`src/rtl/interrupt_sequencer.sv`:
```
// Interrupt entry sequencer: dummy read, three stack pushes, two-byte vector fetch, PC load.
// Optional INTERRUPT_HIJACK_EN lets a late NMI redirect an IRQ sequence before the vector fetch.
module interrupt_sequencer (
  input  logic        clk,
  input  logic        nrst,
  input  logic        enableFFs,
  input  logic        pendingInterrupt,
  input  logic        resetDetected,
  input  logic        nmiGenerated,
  input  logic        irqGenerated,
  input  logic        instructionBoundary,
  input  logic [15:0] pcIn,
  input  logic [7:0]  spIn,
  input  logic [7:0]  statusIn,
  input  logic [7:0]  dataIn,
  output logic [15:0] addressOut,
  output logic [7:0]  dataOut,
  output logic        writeEn,
  output logic        spDecrement,
  output logic        setIFlag,
  output logic        interruptStarted,
  output logic        pcLoad,
  output logic [15:0] pcLoadValue,
  output logic        busy,
  output logic [2:0]  debugState
);

  typedef enum logic [2:0] {
    IDLE, DUMMY, PUSH_PCH, PUSH_PCL, PUSH_P, VEC_LO, VEC_HI, LOAD
  } state_t;

  typedef enum logic [1:0] {SRC_IRQ, SRC_NMI, SRC_RST} src_t;

`ifdef INTERRUPT_HIJACK_EN
  localparam logic hijackEn = 1'b1;
`else
  localparam logic hijackEn = 1'b0;
`endif

  state_t      state;
  src_t        src;
  logic [7:0]  lowByte;
  logic [7:0]  highByte;
  logic [15:0] vecBase;
  logic        pushState;

  // IRQ is the fallback source, so its flag never changes the outcome.
  logic unusedIrq;
  assign unusedIrq = irqGenerated;

  assign pushState = (state == PUSH_PCH) || (state == PUSH_PCL) || (state == PUSH_P);

  always_ff @(posedge clk or negedge nrst) begin
    if (!nrst) begin
      state    <= IDLE;
      src      <= SRC_IRQ;
      lowByte  <= 8'h00;
      highByte <= 8'h00;
    end else if (enableFFs) begin
      case (state)
        IDLE: begin
          if (pendingInterrupt && instructionBoundary) begin
            state <= DUMMY;
            src   <= resetDetected ? SRC_RST : (nmiGenerated ? SRC_NMI : SRC_IRQ);
          end
        end
        DUMMY, PUSH_PCH, PUSH_PCL, PUSH_P: begin
          case (state)
            DUMMY:    state <= PUSH_PCH;
            PUSH_PCH: state <= PUSH_PCL;
            PUSH_PCL: state <= PUSH_P;
            default:  state <= VEC_LO;
          endcase
          if (hijackEn && (src == SRC_IRQ) && nmiGenerated) src <= SRC_NMI;
        end
        VEC_LO: begin
          lowByte <= dataIn;
          state   <= VEC_HI;
        end
        VEC_HI: begin
          highByte <= dataIn;
          state    <= LOAD;
        end
        default: state <= IDLE;
      endcase
    end
  end

  always_comb begin
    case (src)
      SRC_RST: vecBase = 16'hFFFC;
      SRC_NMI: vecBase = 16'hFFFA;
      default: vecBase = 16'hFFFE;
    endcase
  end

  // Outputs decode the registered state; strobes are gated so a frozen cycle never repeats one.
  always_comb begin
    addressOut       = 16'h0000;
    dataOut          = 8'h00;
    writeEn          = 1'b0;
    spDecrement      = 1'b0;
    setIFlag         = 1'b0;
    interruptStarted = 1'b0;
    pcLoad           = 1'b0;
    case (state)
      DUMMY:    addressOut = pcIn;
      PUSH_PCH: begin
        addressOut = {8'h01, spIn};
        dataOut    = pcIn[15:8];
      end
      PUSH_PCL: begin
        addressOut = {8'h01, spIn};
        dataOut    = pcIn[7:0];
      end
      PUSH_P: begin
        addressOut = {8'h01, spIn};
        dataOut    = {statusIn[7:6], 2'b10, statusIn[3:0]};
      end
      VEC_LO: begin
        addressOut       = vecBase;
        setIFlag         = enableFFs;
        interruptStarted = enableFFs;
      end
      VEC_HI:   addressOut = {vecBase[15:1], 1'b1};
      LOAD:     pcLoad = enableFFs;
      default:  addressOut = 16'h0000;
    endcase
    if (pushState) begin
      spDecrement = enableFFs;
      writeEn     = enableFFs && (src != SRC_RST);
    end
  end

  assign pcLoadValue = {highByte, lowByte};
  assign busy        = (state != IDLE);
  assign debugState  = state;

endmodule

```
`config.mk`:
```
export PLATFORM = sky130hd
export DESIGN_NAME = interrupt_sequencer
export DESIGN_NICKNAME = d
export VERILOG_FILES = /design/src/rtl/interrupt_sequencer.sv
export SDC_FILE = /design/constraint.sdc
export NUM_CORES = 1
export LEC_CHECK = 0
export CORE_ASPECT_RATIO = 1.2
export CORE_MARGIN = 2
export CORE_UTILIZATION = 33
export CTS_BUF_LIST = sky130_fd_sc_hd__clkbuf_8
export CTS_CLUSTER_DIAMETER = 80
export DETAILED_ROUTE_END_ITERATION = 10
export HOLD_SLACK_MARGIN = 0.05
export PLACE_DENSITY_LB_ADDON = 0.12
export SLEW_MARGIN = 20
export SYNTH_ARGS = -nofsm -noshare
export SYNTH_HDL_FRONTEND = slang
export SYNTH_SLANG_ARGS = --single-unit
export TNS_END_PERCENT = 1
```
`constraint.sdc`:
```
create_clock -name clk -period 1.33 [get_ports clk]
set_input_delay 0.1995 -clock clk [delete_from_list [all_inputs] [get_ports clk]]
set_output_delay 0.1995 -clock clk [all_outputs]
set_load 0.02 [all_outputs]
```
# [Word level (Yosys, flattened, before mapping)]
# Cells that the tools add are included.
[word_totals] word_cells=39 mem_bits_rw=0 rom_bits=0 latchBits=0 regBits=21 in_bits=48 memories=0 out_inout_bits=49
[classes] order_cmp=0 muxes=12 add_sub_neg=0 eq_ne=11 n_shift=0 n_bitwise=0 reduce_logical=12 div=0 n_mul=0
[op_table] op="case mux 16 bit (4 select lines)" n=1
[op_table] op="case mux 8 bit (3 select lines)" n=1
[op_table] op="== test 3 bit, second input constant" n=4
[op_table] op="case mux 3 bit (4 select lines)" n=1
[op_table] op="case mux 3 bit (3 select lines)" n=1
[op_table] op="== test 3 x 2 -> 1 bit, second input constant" n=2
[op_table] op="case mux 3 bit (2 select lines)" n=1
[op_table] op="AND reduction 2 bit" n=3
[op_table] op="2-to-1 mux 1 bit" n=5
[op_table] op="!= test 2 bit, second input constant" n=2
[op_table] op="OR reduction 4 bit" n=1
[op_table] op="== test 3 x 1 -> 1 bit, second input constant" n=1
[op_table] op="logical NOT 3 bit" n=1
[op_table] op="2-to-1 mux 3 bit" n=1
[op_table] op="AND reduction 3 bit" n=1
[op_table] op="nonzero test 3 bit" n=1
[op_table] op="OR reduction 3 bit" n=1
[op_table] op="== test 2 x 1 -> 1 bit, second input constant" n=1
[op_table] op="== test 2 bit, second input constant" n=1
[op_table] op="logical AND 1 bit" n=2
[op_table] op="logical OR 1 bit" n=2
[op_table] op="2-to-1 mux 2 bit" n=1

# [Depth between registers and ports, before layout]
[depth] word_depth=4 depth_mapped=5

# [Worst setup path before layout]
# No wires, ideal clock.
[synth_timing] path_kind="flip-flop to output port" from="register state[0], in the netlist debugState[0]" to="output port writeEn" required_ns=1.131 arrival_ns=1.637 path_stages_with_launch=5 setup_slack_ns=-0.506 path_buffers=1 path_cell_list="dfrtp_1 > buf_4 > nor3b_2 > o21a_1 > nor2b_1"
[synth_via] elab_chain_len=4 word_cells_on_any_way=6 cone_classes="eq/ne: 3; mux: 1; reduce/logical: 2"
[synth_lines] item="start, declared" line_no="40" source="state_t state;"
[synth_lines] item="start signal, assigned" line_no="55" source="state <= IDLE;"
[synth_lines] item="start signal, assigned" line_no="63" source="state <= DUMMY;"
[synth_lines] item="start signal, assigned" line_no="69" source="DUMMY: state <= PUSH_PCH;"
[synth_lines] item="== test 3 x 2 -> 1 bit" line_no="51" source="assign pushState = (state == PUSH_PCH) || (state == PUSH_PCL) || (state == PUSH_P);"
[synth_lines] item="logical OR 1 bit" line_no="51"
[synth_lines] item="logical OR 1 bit *" line_no="51"
[synth_lines] item="2-to-1 mux 1 bit *" line_no="129" source="if (pushState) begin"
[synth_lines] item="end, declared" line_no="18" source="output logic writeEn,"
# Every way passes the cells marked *; elsewhere a longest branch is shown, timed or not.

# [Final worst setup path]
[layout_timing] from="register state[1], in the netlist debugState[1]" to="output port addressOut[2]"
[layout_via] elab_chain_len=3 word_cells_on_any_way=8 cone_classes="eq/ne: 6; mux: 1; reduce/logical: 1"
[layout_lines] item="== test 3 x 2 -> 1 bit / == test 3 bit (equally long branches)" line_no="106" source="case (state)"
[layout_lines] item="OR reduction 3 bit (no source line)"
[layout_lines] item="case mux 16 bit (4 select lines) *" line_no="106"
[layout_lines] item="end, declared" line_no="16" source="output logic [15:0] addressOut,"
# Marks and branches as above.

==> metrics.txt <==
R2R depth=5; Reg-to-Reg End=src[1]$_DFFE_PN0P_; critical path class=flop to output pin; Logic pwr share=0.773; Core Util, Final=0.7035; YS warnings=0; XOR/XNOR Fraction of Synth Area=0.01205; Avg Synthesized Cell Area=9.758 um2; Critical Path End Type=output pin; routed len/inst=15.57 um; Final Max Tran Viols=0; Adder-Cell Fraction of Synth Area=0; Switching Power=3.200 mW; Tot GR Track Use=0.2130; Syn Inst Count=149; Synth Register Bits=21; most frequent cells in the layout=44 x clkdlybuf4s50_1, 40 x buf_4, 27 x buf_6; TritonCTS clock tree=done; CP arrival=1.53 ns; Routed Wire Length=5155 um; internal reg-to-reg setup slack=-0.30 ns; full die area=4955 um2; H-tree Lvls=1; largest family of logic cells by synthesized area=compound AO/OA/AOI/OAI gates; status=finished, violations left; Final Non-Filler Cells=331; Die X-Extent=64.59 um; failing checks=setup timing; top cell type's share of synthesized area=0.3614; proportion of synthesized area in mux cells=0.2005; layout cells sized above 1=0.4945; io pins=97; Antenna Nets Post-Route=0; fin crit period=1.733 ns; commonest non-fill, non-tap cell in the layout=clkdlybuf4s50_1; PortBufs=93; latest clock arrival within the worst-skew pair=0.25 ns; total CTS buffers=3; CORE AREA=4262 um2; Switching Share=0.4506; Critical Path RT=1.13 ns; ys async rst share=1.000; num rows=26; Max Root-Sink Buffers=2; Reg area=529.3 um2; CTS clk-pin slew, worst paths=0.08 ns; fmax=576.9 MHz; Clock Power Share=0.056; Initial Util=0.3412; first-pass GRT wire length=8349 um; DRC viols=0; top_reg_cell synth=dfrtp_1; skew final=0.006298 ns; TritonRoute pass-1 iters=4; syn nets=197; clock sinks=21; Crit Path Max Fanout=9; DR iter-0 viols=75; Root Buffer=clkbuf_8; area of the multi-input gates=1091 um2; post-detail-place hpwl=3848 um; Layout area overhead=106.2%; Final Power=7.100 mW; vias in the first global route=1753; RSZ-0062 raised after global routing=yes; synth unique cells=34; worst-margin pin slew=0.3224 ns; sequential share of the synthesized area=0.3614; Chip Height=76.71 um; Hold/Removal Path Class=input pin to async pin; slowest cell on the critical path=dfrtp_2; Vias per Instance=5.024; area leader, netlist=dfrtp_1; Inst Count DP=320; final period utilization=1.303; area share of and/or/nand/nor cells after synthesis=0.1583; Max VDD drop=1326 uV; # Max-Cap Violations=0; post-synthesis compound-gate area fraction=0.2048; Slowest Stage Delay on Critical Path=0.46 ns; area of the mapped netlist=1454 um2; Lkg Pwr=1.411 nW; n_diodes=0; PD cells=2368 nW/um2; final hold vios=0; Slew HR=0.7850; ranking of synthesized cells by area=dfrtp_1 36%, mux2_2 12%, mux2i_1 6.9%; DP Area=2756 um2; R2R Path Start=debugState[0]$_DFFE_PN0P_; element type at the critical path start=flop; sequential fraction of design power=0.170; number of enable flip-flop cells after synthesis=0; Congestion Overflow GR=0; placer's final routability congestion estimate=0.7497; Nets=324; Final Worst Setup Slack=-0.4035 ns; final setup violation count=50; Fillers=335; Finished Cell Area=2998 um2; largest net degree at the start of global routing=22; worst-path cell chain=buf_6 > a311o_1 > a31oi_2 > buf_4; internal power=3.900 mW; Vias=1663; antenna violations before repair=0
-- worst max-delay path, delay by kind of cell, from the launching register on --
family / cells / cell delay (ns)
AO/OA/AOI/OAI: 2 / 0.48
flip-flops: 1 / 0.46
buffers and inverters: 2 / 0.33
-- sequential cells by signal, summed over array words and instances (netlist names) --
register and count:
src 2, highByte 8, lowByte 8, debugState 3
-- cell usage after synthesis, drive strengths merged (3+ instances only) --
library cell / count
inv: 3
o21a: 3
nand2: 11
buf: 11
a21o: 7
a21oi: 5
nor2: 11
nor2b: 5
dfrtp: 21
o211ai: 5
mux2i: 10
mux2: 17
o21ai: 11
a31oi: 3
a211oi: 3
o31ai: 5
-- final cells by class --
| cell class | count | area share |
|---|---|---|
| inverter | 3 | 0.003756 |
| tap | 56 | 0.02337 |
| sequential | 21 | 0.1765 |
| clock inverter | 1 | 0.001669 |
| clock buffer | 3 | 0.01377 |
| multi-input combinational | 112 | 0.3639 |
| timing repair buffer | 135 | 0.4169 |
-- logic make-up (layout without fill, tap and decap cells) --
| family | count (synthesis) | count (layout) |
|---|---|---|
| multiplexers | 27 | 27 |
| AO/OA/AOI/OAI | 45 | 45 |
| flip-flops | 21 | 21 |
| XOR/XNOR | 2 | 2 |
| AND/OR/NAND/NOR | 38 | 38 |
| buffers and inverters | 16 | 142 |
-- metrics by stage --
stage | worst slack [ns] | hold slack, ns | TNS (ns)
2_1_floorplan | -0.2370 | -0.09609 | -3.869
3_3_place_gp | -0.6819 | 0.4909 | -20.94
3_5_place_dp | -0.7206 | 0.4923 | -22.18
4_1_cts | -0.3875 | 0.2814 | -12.17
5_1_grt | -0.4576 | 0.3106 | -14.95
6_report | -0.4035 | 0.2756 | -11.99
-- per-layer routing --
| metal | GRT usage | wire length [um] |
|---|---|---|
| met2 | 0.4229 | 2934 |
| met1 | 0.2285 | 1829 |
| met5 | 0 | 0 |
| met4 | 0.05745 | 63 |
| met3 | 0.02786 | 327 |
-- timing repair --
action                                  in CTS  in global routing
endpoints found under the setup margin      68                 52
pin swaps                                   15                  8
buffers inserted                             6                  1
gates cloned                                 1                  0
hold buffers                                 0                  0
gates resized for setup                    208                 41
-- worst max path at each step --
stage                                     to  depth (start not counted)                 startpoint  slack, ns
final                          addressOut[2]                          4  debugState[1]$_DFFE_PN0P_      -0.40
after global routing           addressOut[2]                          4  debugState[1]$_DFFE_PN0P_      -0.46
after CTS                         dataOut[1]                          6  debugState[0]$_DFFE_PN0P_      -0.39
after detailed placement       addressOut[2]                          5                    spIn[2]      -0.72
after global placement         addressOut[2]                          5                    spIn[2]      -0.68
after floorplan           src[1]$_DFFE_PN0P_                          4  debugState[0]$_DFFE_PN0P_      -0.24
-- power by group through the flow --
| stage | clock network [mW] | logic [mW] | registers (mW) |
|---|---|---|---|
| after floorplan | 0 | 2.58 | 1.51 |
| final | 0.400 | 5.49 | 1.21 |
| after detailed placement | 0 | 5.15 | 1.22 |
| after global placement | 0 | 5.03 | 1.20 |
| after CTS | 0.413 | 5.10 | 1.21 |
| after global routing | 0.443 | 5.82 | 1.25 |
(Power assumes the default switching activity.)
